## src/rtl/spmm_tile_sequencer.sv

```systemverilog
// Control sequencer for the SpMM tile datapath: loads the RHS buffer in
// 4-row beats, streams LHS beats through the PE array, captures result rows
// into the output buffer and drains them in 4-row beats, with optional RHS
// reuse across consecutive LHS tiles.
module spmm_tile_sequencer #(
    parameter int N        = 16,
    parameter int PE_DELAY = 2,
    parameter int BW       = $clog2(N/4),
    parameter int RW       = $clog2(N)
) (
    input  logic          clock,
    input  logic          reset,
    output logic          rhs_ready,
    input  logic          rhs_start,
    output logic          rhs_we,
    output logic [BW-1:0] rhs_beat,
    output logic          lhs_ready,
    input  logic          lhs_start,
    input  logic          keep_rhs,
    output logic          pe_clear,
    output logic          pe_en,
    output logic [RW-1:0] lhs_beat,
    output logic          cap_en,
    output logic [RW-1:0] cap_row,
    output logic          out_ready,
    input  logic          out_start,
    output logic [BW-1:0] out_beat,
    output logic          tile_done,
    output logic          busy
);

    // Counter wide enough for 0..N+PE_DELAY-1 and for the comparison against N
    localparam int CW = $clog2(N + PE_DELAY + 1);

    typedef enum logic [2:0] {
        S_IDLE,
        S_LOAD_RHS,
        S_WAIT_LHS,
        S_PROC,
        S_DRAIN
    } state_t;

    state_t        state_q, state_d;
    logic [BW-1:0] rhs_cnt_q, rhs_cnt_d;
    logic [CW-1:0] proc_cnt_q, proc_cnt_d;
    logic [BW-1:0] out_cnt_q, out_cnt_d;

    logic rhs_last;
    logic proc_last;
    logic out_last;

    assign rhs_last  = (rhs_cnt_q == BW'(N/4 - 1));
    assign proc_last = (proc_cnt_q == CW'(N + PE_DELAY - 1));
    assign out_last  = (out_cnt_q == BW'(N/4 - 1));

    // State and counter registers; reset aborts any pass back to IDLE
    always_ff @(posedge clock or posedge reset) begin
        if (reset) begin
            state_q    <= S_IDLE;
            rhs_cnt_q  <= '0;
            proc_cnt_q <= '0;
            out_cnt_q  <= '0;
        end else begin
            state_q    <= state_d;
            rhs_cnt_q  <= rhs_cnt_d;
            proc_cnt_q <= proc_cnt_d;
            out_cnt_q  <= out_cnt_d;
        end
    end

    // Next-state and counter sequencing; counters sit at 0 outside their own state
    always_comb begin
        state_d    = state_q;
        rhs_cnt_d  = '0;
        proc_cnt_d = '0;
        out_cnt_d  = '0;
        unique case (state_q)
            S_IDLE: begin
                if (rhs_start) state_d = S_LOAD_RHS;
            end
            S_LOAD_RHS: begin
                if (rhs_last) state_d = S_WAIT_LHS;
                else          rhs_cnt_d = rhs_cnt_q + 1'b1;
            end
            S_WAIT_LHS: begin
                if (lhs_start) state_d = S_PROC;
            end
            S_PROC: begin
                if (proc_last) state_d = S_DRAIN;
                else           proc_cnt_d = proc_cnt_q + 1'b1;
            end
            S_DRAIN: begin
                out_cnt_d = out_cnt_q;
                if (out_start) begin
                    if (out_last) state_d = keep_rhs ? S_WAIT_LHS : S_IDLE;
                    out_cnt_d = out_last ? '0 : out_cnt_q + 1'b1;
                end
            end
            default: state_d = S_IDLE;
        endcase
    end

    // Datapath controls decoded from state and counters only (tile_done excepted)
    always_comb begin
        rhs_ready = (state_q == S_IDLE);
        busy      = (state_q != S_IDLE);
        rhs_we    = (state_q == S_LOAD_RHS);
        rhs_beat  = rhs_cnt_q;
        lhs_ready = (state_q == S_WAIT_LHS);
        pe_clear  = (state_q == S_PROC) && (proc_cnt_q == '0);
        pe_en     = (state_q == S_PROC) && (proc_cnt_q < CW'(N));
        lhs_beat  = pe_en ? RW'(proc_cnt_q) : '0;
        cap_en    = (state_q == S_PROC) && (proc_cnt_q >= CW'(PE_DELAY));
        cap_row   = cap_en ? RW'(proc_cnt_q - CW'(PE_DELAY)) : '0;
        out_ready = (state_q == S_DRAIN);
        out_beat  = out_cnt_q;
        tile_done = (state_q == S_DRAIN) && out_start && out_last;
    end

endmodule

```

## config.mk

```make
export PLATFORM = sky130hd
export DESIGN_NAME = spmm_tile_sequencer
export DESIGN_NICKNAME = d
export VERILOG_FILES = /design/src/rtl/spmm_tile_sequencer.sv
export SDC_FILE = /design/constraint.sdc
export NUM_CORES = 1
export LEC_CHECK = 0
export BUFFER_PORTS_ARGS = -buffer_cell sky130_fd_sc_hd__buf_2
export CAP_MARGIN = 20
export CORE_MARGIN = 4
export CORE_UTILIZATION = 51
export CTS_CLUSTER_SIZE = 20
export DETAILED_ROUTE_END_ITERATION = 10
export MAX_ROUTING_LAYER = met4
export PLACE_DENSITY = 0.84
export SLEW_MARGIN = 10
export SYNTH_ARGS = -nofsm -noshare
export SYNTH_HDL_FRONTEND = slang
export SYNTH_SLANG_ARGS = --single-unit
```

## constraint.sdc

```tcl
create_clock -name clock -period 3.65 [get_ports clock]
set_input_delay 0.73 -clock clock [delete_from_list [all_inputs] [get_ports clock]]
set_output_delay 0.73 -clock clock [all_outputs]
set_load 0.02 [all_outputs]
```

==> metrics <==
synth warn 0; sequential share of power 0.304; max cap viols 0; CTS root buffer clkbuf_4; Routed wire per std cell 11.90 um; sw frac 0.4613; Slew Limit Headroom 0.6557; Fillers about 110; # setup viols final 0; fmax between 0.3 and 0.4 GHz; TritonCTS clock tree yes; critical-path cell list inv_1, ha_1, nor2b_1, o31ai_1, nor2_1, buf_2; global route overflow 0; clock sinks 12; R2R setup slack 1.97 ns; WS Path Type reg2out; Yosys cell types 27; Starting Density 0.5663; Core Box Area between 1000 and 1500 um2; CTS-repair resized insts 0; Comb power frac 0.542; period utilization 0.7084; Hold Fails Final Rpt 0; first-pass GRT wire length 2463 um; P_int 362.6 uW; startpoint types register; Mapped Area between 700 and 800 um2; pre-CTS WS around 1.4 ns; Antenna Cells 0; I/O Buffers 26; deepest clock path buffer count 2; Synth async-reset ratio 1.000; post-detailed-routing wire length around 1500 um; # IOs 27; Inserted Clock Buffers 3; die footprint ~2200 um2; max-slew violation count 0; remaining antenna violation count 0; post-synthesis net count 96; Detailed Route Iter0 Violations 7; DRC Markers 0; Die Ht 46.72 um; sequential fraction of the synthesis area 0.3928; largest net degree at the start of global routing 13; status completed; unrepaired setup endpoints after global routing no; multi-input logic area around 430 um2; Gate Count Post-Synth just over 80; CP Max Fanout 6; crit path time final ~2.6 ns; H-tree depth 1; clock latency on the worst-skew pair between 0.2 and 0.3 ns; hold crit path type in2async; Critical Path Sink Type output pin; final setup TNS 0 ns; number of synthesized flops with an enable pin 0; clk_skew 0.008629 ns; PD cells slightly above 700 nW/um2; Worst path top cell family by delay compound AO/OA/AOI/OAI gates; Required @ worst endpoint ~2.9 ns; area growth from synthesis to layout 24.22%; Buffers & Inverters on Critical Path 2; most common cell after layout, fill and taps aside buf_2; share of cells above drive strength 1 0.3036; Psw 310.5 uW; Tot GR Track Use 0.1665; syn avg cell area 9.323 um2; post-detail-place hpwl approximately 1300 um; final worst slack 1.064 ns; VDD IR max between 0.3 and 0.4 mV; Vias/cell between 5 and 6; Final GP Congestion 0.7930; clock-pin slew on the worst setup and hold paths around 0.080 ns; DR pass1 iterations 4; slowest stage delay, CP 0.47 ns; Reg area 300.3 um2; CP arrival 1.86 ns; Worst path slowest cell o31ai_1; Vias 669; leak pwr roughly 0.00055 uW; cts hold-fix bufs 0; Post-CTS Setup Bufs 0; die width between 40 and 50 um; Nets 127; commonest cells after routing, fill and taps aside 26 x buf_2, 13 x nor2_1, 12 x dfrtp_1; ys flop type dfrtp_1; Rows 13; initial antenna violation count 0; Slew @ Worst Pin around 0.51 ns; Clk network pwr share 0.154; Yosys reg bits 12; vias in the first global route between 600 and 700
==> flip-flops by register name, summed over array words and instances, names as in the netlist <==
signal      flops
state_q         3
out_beat        2
proc_cnt_q      5
rhs_beat        2
==> per-stage QoR <==
| stage | total power [uW] | hold WS, ns | cells | area, um2 | utilization |
|---|---|---|---|---|---|
| 2_1_floorplan | 457.5 | 0.4938 | 82 | 764.5 | - |
| 3_3_place_gp | 563.5 | 0.4469 | 123 | 913.4 | 0.6766 |
| 3_5_place_dp | 575.9 | 0.4610 | 123 | 913.4 | 0.6766 |
| 4_1_cts | 681.6 | 0.4456 | 127 | 949.7 | 0.7034 |
| 5_1_grt | 727.9 | 0.4722 | 127 | 949.7 | 0.7034 |
| 6_report | 673.1 | 0.4402 | 127 | 949.7 | 0.7034 |
==> routing by layer <==
layer  GRT usage  wire length [um]  up-vias
li1            -                 -      335
met4     0.04972                 8        0
met5           -                 0        -
met2      0.2775               788       18
met3     0.05859               101        2
met1      0.1869               613      314
==> cells in the mapped netlist, drive strengths merged, types with 2 or more instances <==
cell type / count / share of area
a21oi: 2 / 0.013
and2: 2 / 0.016
and3: 2 / 0.018
dfrtp: 12 / 0.39
ha: 8 / 0.13
inv: 10 / 0.049
nand2: 5 / 0.025
nand2b: 3 / 0.025
nor2: 13 / 0.064
nor2b: 3 / 0.034
nor3: 4 / 0.026
nor3b: 3 / 0.029
o21ai: 2 / 0.013
xor2: 2 / 0.023
==> cells by family (layout without fill, tap and decap cells) <==
family                     count (synthesis)  after routing  share of synthesized area
buffers and inverters                     10             40                    0.04911
xor gates and xnor gates                   3              3                    0.03438
adders and majority gates                  8              8                     0.1309
muxes                                      2              2                    0.04255
DFF                                       12             12                     0.3928
AOI/OAI and AO/OA                          6              6                    0.04747
and+or+nand+nor                           41             41                     0.3028
==> final cells by class <==
cell class	instances	area share
Clock buffer	4	0.03821
Inverter	10	0.03953
Multi-Input combinational cell	60	0.4493
Sequential cell	12	0.3162
Tap cell	15	0.01976
Timing Repair Buffer	26	0.1370
==> power groups by stage <==
| stage | combinational, uW | sequential [uW] | clock (uW) |
|---|---|---|---|
| after floorplan | 248 | 209 | 0 |
| after global placement | 358 | 206 | 0 |
| after CTS | 370 | 204 | 107 |
| after global routing | 403 | 210 | 114 |
| final | 365 | 205 | 103 |
| after detailed placement | 369 | 207 | 0 |
==> path summary, 6_finish.rpt <==
path | endpoint | startpoint | depth (start not counted)
min in group clock | rhs_beat[0] | rhs_beat[0] | 1
max reg2reg | state_q[0] | proc_cnt_q[1] | 5
min reg2reg | rhs_beat[0] | rhs_beat[0] | 1
max in group asynchronous | rhs_beat[1] | reset | 2
min | proc_cnt_q[3] | reset | 2
max | cap_row[0] | proc_cnt_q[2] | 6
Note: power is estimated with default switching activity, not from simulation.
